--- config.mk ---
export PLATFORM = sky130hd
export DESIGN_NAME = if_fetch_unit
export DESIGN_NICKNAME = d
export VERILOG_FILES = /design/src/rtl/if_fetch_unit.sv
export SDC_FILE = /design/constraint.sdc
export NUM_CORES = 1
export LEC_CHECK = 0
export CORE_ASPECT_RATIO = 1.4
export CORE_MARGIN = 10
export CORE_UTILIZATION = 40
export CTS_CLUSTER_DIAMETER = 120
export DETAILED_ROUTE_END_ITERATION = 10
export PLACE_DENSITY = 0.69
export SKIP_LAST_GASP = 1
export SYNTH_ARGS = -nofsm -noshare
export SYNTH_HDL_FRONTEND = slang
export SYNTH_SLANG_ARGS = --single-unit
--- constraint.sdc ---
create_clock -name clk_in -period 2.22 [get_ports clk_in]
set_clock_uncertainty 0.15 [all_clocks]
set_input_delay 0.444 -clock clk_in [delete_from_list [all_inputs] [get_ports clk_in]]
set_output_delay 0.444 -clock clk_in [all_outputs]
set_load 0.1 [all_outputs]
--- src/rtl/if_fetch_unit.sv ---
// IF stage: owns the PC, runs the imem fetch handshake and loads the IF/ID register.
// Optional `define FETCH_DELAY_SLOT_EN keeps the branch delay-slot instruction on redirect.
module if_fetch_unit #(
    parameter logic [31:0] RESET_PC = 32'h0040_0000,
    parameter logic [31:0] PC_STEP  = 32'd4
) (
    input  logic        clk_in,
    input  logic        rst_in,
    input  logic        stall_in,
    input  logic        redirect_in,
    input  logic [31:0] redirect_target_in,
    output logic        imem_req_out,
    output logic [31:0] imem_addr_out,
    input  logic        imem_ack_in,
    input  logic [31:0] imem_rdata_in,
    output logic [31:0] if_pc_out,
    output logic [31:0] if_instr_out,
    output logic        if_valid_out
);

    typedef enum logic [1:0] {IDLE, FETCH, HOLD} state_t;

    state_t      state_q, state_d;
    logic [31:0] pc_q, pc_d;
    logic [31:0] if_pc_q, if_pc_d;
    logic [31:0] if_instr_q, if_instr_d;
    logic        if_valid_q, if_valid_d;
    logic [31:0] hold_pc_q, hold_pc_d;
    logic [31:0] hold_instr_q, hold_instr_d;
    logic [31:0] target_aligned;
    logic [31:0] seq_pc;
    logic        take_redirect;

`ifdef FETCH_DELAY_SLOT_EN
    logic        pend_q, pend_d;
    logic [31:0] pend_pc_q, pend_pc_d;
`endif

    assign target_aligned = {redirect_target_in[31:2], 2'b00};
    assign take_redirect  = redirect_in && !stall_in;

    // Once the delay slot has been acked, the pending target replaces the sequential PC.
`ifdef FETCH_DELAY_SLOT_EN
    assign seq_pc = pend_q ? pend_pc_q : pc_q + PC_STEP;
`else
    assign seq_pc = pc_q + PC_STEP;
`endif

    always_ff @(posedge clk_in or negedge rst_in) begin
        if (!rst_in) begin
            state_q      <= IDLE;
            pc_q         <= RESET_PC;
            if_pc_q      <= '0;
            if_instr_q   <= '0;
            if_valid_q   <= 1'b0;
            hold_pc_q    <= '0;
            hold_instr_q <= '0;
`ifdef FETCH_DELAY_SLOT_EN
            pend_q       <= 1'b0;
            pend_pc_q    <= '0;
`endif
        end else begin
            state_q      <= state_d;
            pc_q         <= pc_d;
            if_pc_q      <= if_pc_d;
            if_instr_q   <= if_instr_d;
            if_valid_q   <= if_valid_d;
            hold_pc_q    <= hold_pc_d;
            hold_instr_q <= hold_instr_d;
`ifdef FETCH_DELAY_SLOT_EN
            pend_q       <= pend_d;
            pend_pc_q    <= pend_pc_d;
`endif
        end
    end

    always_comb begin
        state_d      = state_q;
        pc_d         = pc_q;
        if_pc_d      = if_pc_q;
        if_instr_d   = if_instr_q;
        if_valid_d   = if_valid_q;
        hold_pc_d    = hold_pc_q;
        hold_instr_d = hold_instr_q;
`ifdef FETCH_DELAY_SLOT_EN
        pend_d       = pend_q;
        pend_pc_d    = pend_pc_q;
`endif
        case (state_q)
            IDLE: begin
                state_d = FETCH;
                if (take_redirect) begin
                    pc_d = target_aligned;
                end
            end
            FETCH: begin
`ifdef FETCH_DELAY_SLOT_EN
                if (take_redirect && !pend_q) begin
                    if (imem_ack_in) begin
                        if_pc_d    = pc_q;
                        if_instr_d = imem_rdata_in;
                        if_valid_d = 1'b1;
                        pc_d       = target_aligned;
                    end else begin
                        pend_d     = 1'b1;
                        pend_pc_d  = target_aligned;
                        if_valid_d = 1'b0;
                    end
                end else
`else
                if (take_redirect) begin
                    pc_d       = target_aligned;
                    if_valid_d = 1'b0;
                end else
`endif
                if (imem_ack_in) begin
                    pc_d = seq_pc;
`ifdef FETCH_DELAY_SLOT_EN
                    pend_d = 1'b0;
`endif
                    if (stall_in) begin
                        hold_pc_d    = pc_q;
                        hold_instr_d = imem_rdata_in;
                        state_d      = HOLD;
                    end else begin
                        if_pc_d    = pc_q;
                        if_instr_d = imem_rdata_in;
                        if_valid_d = 1'b1;
                    end
                end else if (!stall_in) begin
                    if_valid_d = 1'b0;
                end
            end
            HOLD: begin
                if (!stall_in) begin
                    state_d = FETCH;
`ifdef FETCH_DELAY_SLOT_EN
                    // The held word is the delay slot; release it and steer the PC together.
                    if_pc_d    = hold_pc_q;
                    if_instr_d = hold_instr_q;
                    if_valid_d = 1'b1;
                    if (redirect_in && !pend_q) begin
                        pc_d = target_aligned;
                    end
`else
                    if (redirect_in) begin
                        pc_d       = target_aligned;
                        if_valid_d = 1'b0;
                    end else begin
                        if_pc_d    = hold_pc_q;
                        if_instr_d = hold_instr_q;
                        if_valid_d = 1'b1;
                    end
`endif
                end
            end
            default: state_d = IDLE;
        endcase
    end

    assign imem_req_out  = (state_q == FETCH);
    assign imem_addr_out = pc_q;
    assign if_pc_out     = if_pc_q;
    assign if_instr_out  = if_instr_q;
    assign if_valid_out  = if_valid_q;

endmodule

==> metrics <==
status complete, no violations; I/O pin total 167; fill count 1598; Final Non-Filler Cells between 1000 and 1500; CP Cell Sequence inv_1 > ha_4 > buf_4 > buf_12; drt drc 0; crit path launch type flop; hpwl dp around 14 mm; sequential share of the synthesized area 0.5419; layout cells sized above 1 0.2991; r2r setup slk 0.13 ns; ANT cells 0; Syn Area/Cell between 10 and 15 um^2; min cycle time layout between 2 and 2.5 ns; RSZ-0062 raised after global routing false; synth top area cells dfrtp_1, mux2_2, mux2i_1, o21ai_0, nand2_1; row cnt slightly below 60; worst slack, placed -0.1157 ns; largest net degree at the start of global routing 53; width of the chip around 130 um; most frequent cells in the layout dfrtp_1, nand2_1, buf_4, o21ai_0, clkdlybuf4s50_1; crit path kind flop to primary output; maxcap violations 0; Yosys top cell by area dfrtp_1; CP endpoint kind primary output; Slowest-stage cell, CP dfrtp_2; Sink Count about 160; hold path cells 2; final worst slack ~0.12 ns; Clock Pin Slew Worst Setup and Hold Paths about 0.06 ns; Crit Path Max Fanout 7; WHS Endpoint if_instr_out[23]$_DFFE_PN0P_; CTS tree built; root buf cell clkbuf_16; top_reg_cell synth dfrtp_1; Longest Clk Path Bufs 2; register area ~0.004 mm^2; most common cell after layout, fill and taps aside dfrtp_1; final estimated routing congestion in global placement just over 0.8; total congestion overflow 0; Worst Reg-to-Reg Cells 8; CP Data Arrival Time approximately 1.5 ns; first-pass GRT wire length ~31 mm; Worst R2R Start state_q[1]$_DFFE_PN0P_; warnings from Yosys 0; HP Class flop to flop; DR iter-0 viols 304; Die Ht 179.3 um; die area between 0.02 and 0.025 mm^2; total wire length slightly below 20 mm; number of global-route vias before repair between 5000 and 6000; vias per cell approximately 5.1; hold_sp if_instr_out[23]$_DFFE_PN0P_; H-tree depth 4; number of synthesized flops with an enable pin 0; first-pass detailed-route iteration total 4; Starting Density 0.4046; gr usage total 0.1613; final setup fails 0; reg2reg end imem_addr_out[14]$_DFFE_PN0P_; Final Hold Viols 0; Clock Latency Late Sink 0.42 ns; FF+latch count, synth between 150 and 200; Netlist cell types 45; Achievable Freq about 0.48 GHz; fin nets ~900; Area Overhead vs Synth 38.94%; routed vias between 5000 and 6000; drt wl/cell 17.53 um; CP peak stage delay 0.45 ns; period utilisation layout 0.9461; worst path required time between 1.5 and 2 ns; Netlist Area Pre-Place approximately 0.0073 mm^2; post-synthesis async set-or-reset flop share 1.000; Crit path max-delay family buffers and inverters; initial antenna violation count 0; area of the multi-input gates around 0.0031 mm^2; PortBufs 160; Slew Limit Fails 0; Yosys top cell area share 0.5383; Final ANT Viol Nets 0; cells after synthesis around 680; WP buf/inv 3; Placed Cells between 1000 and 1500; TritonCTS buffer count 17; Core Region 0.01792 mm^2
-- worst max-delay path by stage --
stage | start | to | slack [ns] | depth (start not counted)
after floorplan | state_q[1]$_DFFE_PN0P_ | imem_addr_out[18]$_DFFE_PN0P_ | -0.01 | 10
after global placement | stall_in | imem_addr_out[14]$_DFFE_PN0P_ | -0.1 | 7
after detailed placement | stall_in | imem_addr_out[14]$_DFFE_PN0P_ | -0.12 | 7
after CTS | state_q[1]$_DFFE_PN0P_ | imem_addr_out[14]$_DFFE_PN0P_ | 0.003 | 8
after global routing | state_q[1]$_DFFE_PN0P_ | imem_addr_out[14]$_DFFE_PN0P_ | 0.03 | 8
final | state_q[1]$_DFFE_PN0P_ | imem_req_out | 0.12 | 4
-- per-layer routing --
layer | GRT usage | wire length, um
met1 | 0.1840 | 7941
met2 | 0.2868 | 10010
met3 | 0.05076 | 1089
met4 | 0.04136 | 172
met5 | 0 | 0
-- state kept, by name, summed over array words and instances (netlist names) --
| register | flops |
|---|---|
| if_instr_out | 32 |
| hold_instr_q | 32 |
| if_pc_out | 30 |
| imem_addr_out | 30 |
| hold_pc_q | 30 |
| if_valid_out | 1 |
| state_q | 2 |
-- cells by family (layout without fill, tap and decap cells) --
| kind of cell | Yosys count | count (layout) | synth area share |
|---|---|---|---|
| mux | 120 | 120 | 0.1755 |
| simple gates | 167 | 167 | 0.1051 |
| buf+inv | 59 | 237 | 0.03433 |
| fa+ha+maj | 5 | 5 | 0.008627 |
| compound gates | 166 | 166 | 0.1341 |
| flops | 157 | 157 | 0.5419 |
| other cells | 1 | 4 | 0.0005171 |
-- cell usage after synthesis, types with 2 or more instances --
library cell / count
buf_4: 5
a21boi_0: 2
nor4_1: 2
a21oi_1: 30
buf_1: 5
and3_1: 4
o22ai_1: 18
a2bb2oi_1: 19
buf_2: 7
nor2_1: 12
clkbuf_1: 34
inv_1: 8
a22o_1: 2
nand2b_1: 3
o21ai_0: 84
nand2_1: 107
mux2_2: 57
nand3_1: 18
ha_1: 5
mux2i_1: 63
and2_1: 3
dfrtp_1: 156
nand4_1: 9
-- area by class of cell --
class	count	area share
flip-flops and latches	157	0.3948
repair buffers	197	0.2033
multi-input cells	462	0.3117
clock buffers	21	0.04669
well taps	240	0.02980
inverters	8	0.002980
clock inverters	11	0.01080
-- worst reg2reg max path, delay by kind of cell, from the launching register on --
family          cells  cell delay, ns
fa+ha+maj           1            0.19
compound gates      3            0.49
simple gates        2            0.47
buf+inv             2            0.28
flops               1            0.42
-- through the flow --
stage | hold slack (ns) | util | area, um^2 | TNS [ns]
floorplan | -0.001591 | - | 7352 | -0.01290
detailed placement | 0.2162 | 0.5292 | 9485 | -0.5163
global route | 0.3462 | 0.5621 | 10080 | 0
finish | 0.3268 | 0.5621 | 10080 | 0
CTS | 0.3336 | 0.5621 | 10070 | 0
global placement | 0.2140 | 0.5292 | 9485 | -0.2175
-- repair_timing --
action | 4_1_cts | 5_1_grt
endpoints found under the setup margin | 0 | 7
hold endpoints to repair | 31 | 0
gates resized for setup | 0 | 2
hold buffers | 1 | 0
setup buffers | 0 | 0
Power is left out: the tool's default activity adds up to more than one toggle a clock period on the data nets, which glitch-free logic cannot reach.
